File: src/rtl/psimd_addsub_if.sv
//-----------------------------------------------------------------------------
// psimd_addsub_if
//
// Bundle of handshake and data signals for the packed-SIMD add/subtract unit.
//
//   Input side  : in_valid, in_ready, a, b, sub, sat
//   Output side : out_valid, out_ready, result, lane_ovfl
//   Status      : sticky_ovfl, clr_sticky
//
// Modports
//   master : the agent that feeds operands and consumes results
//   slave  : the arithmetic unit itself
//
// DATA_W and LANE_W must match the parameters of the psimd_addsub instance
// the interface is connected to.
//-----------------------------------------------------------------------------
interface psimd_addsub_if #(
  parameter int DATA_W = 16,
  parameter int LANE_W = 4
);
  localparam int LANES = DATA_W / LANE_W;

  // Operand side
  logic              in_valid;
  logic              in_ready;
  logic [DATA_W-1:0] a;
  logic [DATA_W-1:0] b;
  logic              sub;
  logic              sat;

  // Result side
  logic              out_valid;
  logic              out_ready;
  logic [DATA_W-1:0] result;
  logic [LANES-1:0]  lane_ovfl;

  // Sticky overflow status
  logic [LANES-1:0]  sticky_ovfl;
  logic              clr_sticky;

  modport master (
    output in_valid, a, b, sub, sat, out_ready, clr_sticky,
    input  in_ready, out_valid, result, lane_ovfl, sticky_ovfl
  );

  modport slave (
    input  in_valid, a, b, sub, sat, out_ready, clr_sticky,
    output in_ready, out_valid, result, lane_ovfl, sticky_ovfl
  );

endinterface : psimd_addsub_if

File: src/rtl/psimd_addsub.sv
//-----------------------------------------------------------------------------
// psimd_addsub
//
// Pipelined packed-SIMD add/subtract unit. A DATA_W word is split into
// LANES = DATA_W/LANE_W independent signed lanes. Each lane computes A+B or
// A-B with either two's-complement wrap or signed saturation, and reports a
// per-lane signed overflow flag. Overflow flags are also OR-accumulated into
// a sticky status register that software clears explicitly.
//
// Pipeline: two registered stages, 2-cycle latency, 1 beat/cycle throughput.
//   S1 : captures a, b, sub, sat on the input handshake
//   S2 : holds the computed result and lane_ovfl, presented downstream
//
// Ports
//   clk          : clock, all state updates on the rising edge
//   rst_n        : asynchronous active-low reset
//   bus (slave)  : psimd_addsub_if
//     in_valid / in_ready    operand handshake
//     a, b                   packed operands, lane i = [i*LANE_W +: LANE_W]
//     sub                    0: A+B, 1: A-B (per lane)
//     sat                    1: saturate on overflow, 0: wrap
//     out_valid / out_ready  result handshake
//     result                 packed lane results
//     lane_ovfl              per-lane overflow of the presented result
//     sticky_ovfl            OR of lane_ovfl over accepted results
//     clr_sticky             synchronous clear of sticky_ovfl
//
// Parameters
//   DATA_W : total width, must be a multiple of LANE_W
//   LANE_W : lane width, 2..DATA_W
//-----------------------------------------------------------------------------
module psimd_addsub #(
  parameter int DATA_W = 16,
  parameter int LANE_W = 4
) (
  input logic           clk,
  input logic           rst_n,
  psimd_addsub_if.slave bus
);

  localparam int LANES = DATA_W / LANE_W;

  //---------------------------------------------------------------------------
  // Pipeline state
  //---------------------------------------------------------------------------
  // S1 (operand stage)
  logic              r_s1_valid;
  logic [DATA_W-1:0] r_s1_a;
  logic [DATA_W-1:0] r_s1_b;
  logic              r_s1_sub;
  logic              r_s1_sat;

  // S2 (result stage)
  logic              r_s2_valid;
  logic [DATA_W-1:0] r_result;
  logic [LANES-1:0]  r_lane_ovfl;

  // Status
  logic [LANES-1:0]  r_sticky;

  //---------------------------------------------------------------------------
  // Flow control
  //---------------------------------------------------------------------------
  logic w_s2_can_load;
  logic w_in_ready;
  logic w_in_fire;
  logic w_out_fire;

  // S2 accepts new content when it is empty or its current beat is leaving.
  assign w_s2_can_load = !r_s2_valid || bus.out_ready;

  // S1 can take a beat when empty or when its beat moves into S2 this cycle.
  // Depends only on registers and out_ready, never on in_valid, so upstream
  // may compute in_valid from in_ready without a combinational loop.
  assign w_in_ready    = !r_s1_valid || w_s2_can_load;

  assign w_in_fire     = bus.in_valid && w_in_ready;
  assign w_out_fire    = r_s2_valid && bus.out_ready;

  //---------------------------------------------------------------------------
  // Lane arithmetic on S1 contents
  //---------------------------------------------------------------------------
  logic [DATA_W-1:0] w_result;
  logic [LANES-1:0]  w_lane_ovfl;

  for (genvar gi = 0; gi < LANES; gi++) begin : g_lane
    logic [LANE_W-1:0] w_a;
    logic [LANE_W-1:0] w_b_eff;
    logic [LANE_W-1:0] w_sum;
    logic              w_ovfl;
    logic [LANE_W-1:0] w_sat_val;

    assign w_a     = r_s1_a[gi*LANE_W +: LANE_W];

    // Subtraction is A + ~B + 1 inside the lane; the +1 enters as the lane's
    // own carry-in so nothing propagates across lane boundaries.
    assign w_b_eff = r_s1_sub ? ~r_s1_b[gi*LANE_W +: LANE_W]
                              :  r_s1_b[gi*LANE_W +: LANE_W];
    assign w_sum   = w_a + w_b_eff + {{(LANE_W-1){1'b0}}, r_s1_sub};

    // Comparing against the effective (possibly inverted) B covers both
    // cases: add overflows on equal signs of A and B, subtract on differing
    // signs, and in both cases only if the result sign departs from A.
    assign w_ovfl  = (w_a[LANE_W-1] == w_b_eff[LANE_W-1]) &&
                     (w_sum[LANE_W-1] != w_a[LANE_W-1]);

    // Saturation direction follows the sign of A: a non-negative A can only
    // overflow upward, a negative A only downward.
    assign w_sat_val = w_a[LANE_W-1] ? {1'b1, {(LANE_W-1){1'b0}}}
                                     : {1'b0, {(LANE_W-1){1'b1}}};

    assign w_result[gi*LANE_W +: LANE_W] = (r_s1_sat && w_ovfl) ? w_sat_val
                                                                : w_sum;
    assign w_lane_ovfl[gi] = w_ovfl;
  end : g_lane

  //---------------------------------------------------------------------------
  // S1 operand registers
  //---------------------------------------------------------------------------
  // NOTE: pure datapath registers carry no reset; their contents are only
  // consumed while r_s1_valid is set, and that flag is reset.
  always_ff @(posedge clk) begin
    if (w_in_fire) begin
      r_s1_a   <= bus.a;
      r_s1_b   <= bus.b;
      r_s1_sub <= bus.sub;
      r_s1_sat <= bus.sat;
    end
  end

  //---------------------------------------------------------------------------
  // Control, S2 and status registers
  //---------------------------------------------------------------------------
  // NOTE: sequential state uses non-blocking assignments so every register
  // samples pre-edge values, regardless of statement order.
  always_ff @(posedge clk or negedge rst_n) begin
    if (!rst_n) begin
      r_s1_valid  <= 1'b0;
      r_s2_valid  <= 1'b0;
      r_result    <= '0;
      r_lane_ovfl <= '0;
      r_sticky    <= '0;
    end else begin
      // S1 occupancy: fill on input handshake, drain when S2 takes the beat.
      if (w_in_fire) begin
        r_s1_valid <= 1'b1;
      end else if (w_s2_can_load) begin
        r_s1_valid <= 1'b0;
      end

      // S2: only overwrite the data when a real beat arrives so the last
      // result stays visible while idle and stable while stalled.
      if (w_s2_can_load) begin
        r_s2_valid <= r_s1_valid;
        if (r_s1_valid) begin
          r_result    <= w_result;
          r_lane_ovfl <= w_lane_ovfl;
        end
      end

      // Sticky: a clear coinciding with a handshake keeps that beat's flags
      // so the overflow event is not lost.
      if (bus.clr_sticky) begin
        r_sticky <= w_out_fire ? r_lane_ovfl : '0;
      end else if (w_out_fire) begin
        r_sticky <= r_sticky | r_lane_ovfl;
      end
    end
  end

  //---------------------------------------------------------------------------
  // Outputs
  //---------------------------------------------------------------------------
  assign bus.in_ready    = w_in_ready;
  assign bus.out_valid   = r_s2_valid;
  assign bus.result      = r_result;
  assign bus.lane_ovfl   = r_lane_ovfl;
  assign bus.sticky_ovfl = r_sticky;

endmodule : psimd_addsub

File: src/flat_wrapper.sv
// flat-port wrapper written by rule: the top's interface ports become plain ports
module psimd_addsub_flat 
#(
  parameter int DATA_W = 16,
  parameter int LANE_W = 4
)
  (clk, rst_n, bus_in_valid, bus_a, bus_b, bus_sub, bus_sat, bus_out_ready, bus_clr_sticky, bus_in_ready, bus_out_valid, bus_result, bus_lane_ovfl, bus_sticky_ovfl);
  psimd_addsub_if #(.DATA_W(DATA_W), .LANE_W(LANE_W)) bus_i ();
  input logic clk;
  input logic rst_n;
  input wire logic [$bits(bus_i.in_valid)-1:0] bus_in_valid;
  input wire logic [$bits(bus_i.a)-1:0] bus_a;
  input wire logic [$bits(bus_i.b)-1:0] bus_b;
  input wire logic [$bits(bus_i.sub)-1:0] bus_sub;
  input wire logic [$bits(bus_i.sat)-1:0] bus_sat;
  input wire logic [$bits(bus_i.out_ready)-1:0] bus_out_ready;
  input wire logic [$bits(bus_i.clr_sticky)-1:0] bus_clr_sticky;
  output wire logic [$bits(bus_i.in_ready)-1:0] bus_in_ready;
  output wire logic [$bits(bus_i.out_valid)-1:0] bus_out_valid;
  output wire logic [$bits(bus_i.result)-1:0] bus_result;
  output wire logic [$bits(bus_i.lane_ovfl)-1:0] bus_lane_ovfl;
  output wire logic [$bits(bus_i.sticky_ovfl)-1:0] bus_sticky_ovfl;
  assign bus_i.in_valid = bus_in_valid;
  assign bus_i.a = bus_a;
  assign bus_i.b = bus_b;
  assign bus_i.sub = bus_sub;
  assign bus_i.sat = bus_sat;
  assign bus_i.out_ready = bus_out_ready;
  assign bus_i.clr_sticky = bus_clr_sticky;
  assign bus_in_ready = bus_i.in_ready;
  assign bus_out_valid = bus_i.out_valid;
  assign bus_result = bus_i.result;
  assign bus_lane_ovfl = bus_i.lane_ovfl;
  assign bus_sticky_ovfl = bus_i.sticky_ovfl;
  psimd_addsub #(.DATA_W(DATA_W), .LANE_W(LANE_W)) u_core (.clk(clk), .rst_n(rst_n), .bus(bus_i));
endmodule
File: config.mk
export PLATFORM = sky130hd
export DESIGN_NAME = psimd_addsub_flat
export DESIGN_NICKNAME = d
export VERILOG_FILES = /design/src/rtl/psimd_addsub_if.sv /design/src/rtl/psimd_addsub.sv /design/src/flat_wrapper.sv
export SDC_FILE = /design/constraint.sdc
export NUM_CORES = 1
export LEC_CHECK = 0
export CORE_MARGIN = 2
export CORE_UTILIZATION = 45
export CTS_CLUSTER_DIAMETER = 30
export DETAILED_ROUTE_END_ITERATION = 6
export PLACE_DENSITY = 0.83
export SLEW_MARGIN = 20
export SYNTH_ARGS = -nofsm -noshare
export SYNTH_HDL_FRONTEND = slang
export SYNTH_SLANG_ARGS = --single-unit
File: constraint.sdc
create_clock -name clk -period 2.4 [get_ports clk]
set_clock_uncertainty 0.2 [all_clocks]
set_input_delay 0.72 -clock clk [delete_from_list [all_inputs] [get_ports clk]]
set_output_delay 0.72 -clock clk [all_outputs]
set_load 0.02 [all_outputs]
==> results of run 1 <==
## metal layers
layer / part of all wire / up-vias / GRT usage
li1: - / 1084 / -
met1: 0.40 / 1030 / 0.2065
met2: 0.51 / 83 / 0.2892
met3: 0.070 / 15 / 0.05310
met4: 0.024 / 0 / 0.07937
met5: 0 / - / 0
## synth_stat cells (6+ instances only)
| cell type | n | area, um2 |
|---|---|---|
| edfxtp_1 | 34 | 1021 |
| xor2_1 | 20 | 175.2 |
| inv_1 | 12 | 45.04 |
| nand3_1 | 13 | 65.06 |
| nor2_1 | 31 | 116.4 |
| nor3_1 | 20 | 100.1 |
| mux2i_1 | 6 | 60.06 |
| nand2_1 | 13 | 48.80 |
| ha_1 | 8 | 100.1 |
| o21ai_0 | 13 | 65.06 |
| a21oi_1 | 6 | 30.03 |
| dfrtp_1 | 26 | 650.6 |
## flip-flops by register name, indices dropped and copies added (netlist names)
signal,flops
u_core.bus.result,16
u_core.r_s1_a,16
u_core.r_s1_b,16
u_core.bus.lane_ovfl,4
u_core.bus.sticky_ovfl,4
u_core.bus.out_valid,1
u_core.r_s1_sat,1
u_core.r_s1_sub,1
u_core.r_s1_valid,1
## logic make-up (layout without fill, tap and decap cells)
| kind of cell | after synthesis | count (layout) | share of synthesized area |
|---|---|---|---|
| fa+ha+maj | 12 | 12 | 0.06175 |
| compound gates | 41 | 41 | 0.09005 |
| buf+inv | 20 | 114 | 0.03816 |
| flops | 60 | 60 | 0.5729 |
| xor+xnor | 23 | 23 | 0.06904 |
| mux | 7 | 7 | 0.02530 |
| simple gates | 90 | 90 | 0.1428 |
## metrics by stage
step | hold WS (ps) | cell area [um2] | instances
CTS | 286.5 | 3920 | 416
finish | 286.4 | 4023 | 424
floorplan | 224.4 | 2919 | 253
global route | 329.0 | 4023 | 424
global placement | 265.1 | 3757 | 400
detailed placement | 271.6 | 3757 | 400
## placed cells by master, fill, tap and decap left out, drive strengths merged, types with 2 or more instances in the layout
cell type	Yosys	routed
nor2	31	31
a211oi	3	3
and2	2	2
o21a	4	4
clkdlybuf4s50	0	61
nand2b	3	3
ha	8	8
xnor2	3	3
o21ai	17	17
clkbuf	3	15
nand3	13	13
a21oi	6	6
a31oi	2	2
fa	4	4
a221oi	3	3
nor3	20	20
dfrtp	26	26
or3	3	3
nand2	13	13
clkinv	0	2
buf	5	22
inv	12	12
mux2i	7	7
xor2	20	20
edfxtp	34	34
nor4	3	3
o31ai	3	3
## final cells by class
| cell class | count | area, um2 |
|---|---|---|
| clock buffers | 14 | 152.6 |
| clock inverters | 2 | 10.01 |
| repair buffers | 86 | 888.4 |
| fillers | 509 | 2291 |
| multi-input cells | 173 | 1159 |
| flip-flops and latches | 60 | 1672 |
| inverters | 12 | 45.04 |
| well taps | 77 | 96.34 |
## final timing paths
check	startpoint	endpoint	slack [ps]	cells past startpoint
worst min-delay path	u_core.bus.result[7]$_DFFE_PN0P_	u_core.bus.result[7]$_DFFE_PN0P_	290	2
worst max-delay path	u_core.r_s1_sub$_DFFE_PP_	u_core.bus.result[3]$_DFFE_PN0P_	50	8
worst min register to register	u_core.bus.result[7]$_DFFE_PN0P_	u_core.bus.result[7]$_DFFE_PN0P_	290	2
worst max register to register	u_core.r_s1_sub$_DFFE_PP_	u_core.bus.result[3]$_DFFE_PN0P_	50	8
min in group asynchronous	rst_n	u_core.bus.result[2]$_DFFE_PN0P_	550	2
max in group asynchronous	rst_n	u_core.bus.lane_ovfl[1]$_DFFE_PN0P_	1200	2
## worst min-delay path, stage by stage, from the launching register on
cell and delay [ps]:
dfrtp_1 350, nand2_1 50, o31ai_1 50
## power breakdown
| part | switching, mW | total [mW] | leakage [nW] | internal, mW |
|---|---|---|---|---|
| sequential | 0.0986 | 1.34 | 0.630 | 1.24 |
| clock | 0.368 | 0.768 | 0.0844 | 0.401 |
| combinational | 0.464 | 0.913 | 0.896 | 0.449 |
| total | 0.930 | 3.02 | 1.61 | 2.09 |
## timing repair
action	4_1_cts	5_1_grt
endpoints found under the setup margin	1	10
pin swaps	0	7
gates resized for setup	7	8
gates cloned	0	1
buffers inserted	0	7
==> key figures, run 1 <==
Outcome
  – Status: completed

Floorplanning
  – Die area: 7144 um2
  – Die Span Y: 84.53 um
  – Initial Util: 0.4621
  – Std-Cell Rows: 29
  – CORE AREA: 6314 um2
  – Io pins: 65
  – Die X: 84.53 um

Timing
  – Setup Viol. Count Final: 0
  – Tcrit/Tclk final: 0.9773
  – Min Tclk post-route: 2346 ps
  – Fin. Hold Viols: 0
  – Fmax: 0.4263 GHz
  – Slew @ Worst Pin: 593.2 ps
  – Final Worst Setup Slack: 54.48 ps
  – RSZ-0062 raised after global routing: yes
  – Setup TNS: 0 ps
  – Count of pins over their slew limit: 0
  – Relative slew slack: 0.6045

Global routing
  – Pin count of the biggest net entering global routing: 27
  – Gr usage total: 0.1735
  – Vias in the first global route: 2103
  – Global route overflow: 0
  – Global-route wire length before repair: 9591 um
  – Initial antenna violation count: 0

Logic synthesis
  – Number of flops mapped to enable cells by yosys: 34
  – Synth Warn #: 0
  – Cell count after synthesis: 253
  – Net Count, Synth: 304
  – Cell Area, Synth: 2918 um2
  – Synth Flop Type: edfxtp_1
  – Yosys reg bits: 60
  – Register area share after synthesis: 0.5729
  – Number of distinct library cells after synthesis: 39
  – Post-synthesis async set-or-reset flop share: 0.4333
  – Syn avg cell area: 11.53 um2

Route
  – Via density: 5.217
  – Antenna Nets Post-Route: 0
  – Drt pass-1 iters: 4
  – WL/cell: 14.24 um
  – # DRC: 0
  – Initial drt markers: 74
  – Vias: 2212
  – WL final: 6039 um

CTS
  – Cts hold-fix bufs: 0
  – Number of CTS-inserted buffers: 9
  – CTS H-tree lvls: 3
  – Root Buffer: clkbuf_8
  – CTS Buffer Depth: 2
  – CTS tree: yes
  – Clock transition at path regs: 60 ps
  – Clock Sinks: 60
  – Clock latency on the worst-skew pair: 340 ps

Critical path
  – Crit path cell chain: buf_12 > xor2_1 > ha_1 > a21oi_2 > o21a_1 > nor3_2 > o31a_1 > a22o_1
  – Critical Path End Type: flip-flop
  – CP required: 2420 ps
  – Critical Path Fanout Max: 9
  – CP max stage cell: edfxtp_1
  – CP Class: flip-flop to flip-flop
  – Crit path buf inv count: 1
  – Crit-path max cell delay: 430 ps
  – CP Data Arrival Time: 2370 ps
  – CP startpoint kind: flip-flop
  – Crit-path leading delay family: compound AO/OA/AOI/OAI gates

Finish
  – Net count, final: 393
  – Area Overhead vs Synth: 37.86%
  – N_diodes: 0
  – Layout cells sized above 1: 0.1383
  – Fin util: 0.6371

Placed design
  – HPWL Detailed: 4131 um
  – Port buffer count: 64
  – Gpl congestion: 0.8468
  – Place WS: -479.3 ps

Pwr
  – Final Total Pwr: 3.024 mW
  – Maximum vdd ir drop: 0.5189 mV
  – Pleak: 1.610 nW
  – PwrDens: 751.7 nW/um2

Run
  – Max-Cap Viols: 0

Min path
  – Hold crit path type: flip-flop to flip-flop
Note: power is estimated with default switching activity, not from simulation.
==> run 2: changes to the inputs <==
--- a/config.mk
+++ b/config.mk
@@ -5,6 +5,7 @@
 export SDC_FILE = /design/constraint.sdc
 export NUM_CORES = 1
 export LEC_CHECK = 0
+export CAP_MARGIN = 20
 export CORE_MARGIN = 2
 export CORE_UTILIZATION = 45
 export CTS_CLUSTER_DIAMETER = 30
==> results of run 2 <==
No change in the layout: final DEF, timing and power equal those of run 1.
==> run 3: changes to the inputs <==
--- a/config.mk
+++ b/config.mk
@@ -8,7 +8,7 @@
 export CAP_MARGIN = 20
 export CORE_MARGIN = 2
 export CORE_UTILIZATION = 45
-export CTS_CLUSTER_DIAMETER = 30
+export CTS_CLUSTER_DIAMETER = 120
 export DETAILED_ROUTE_END_ITERATION = 6
 export PLACE_DENSITY = 0.83
 export SLEW_MARGIN = 20
==> results of run 3 <==
No change in the layout: final DEF, timing and power equal those of run 1.
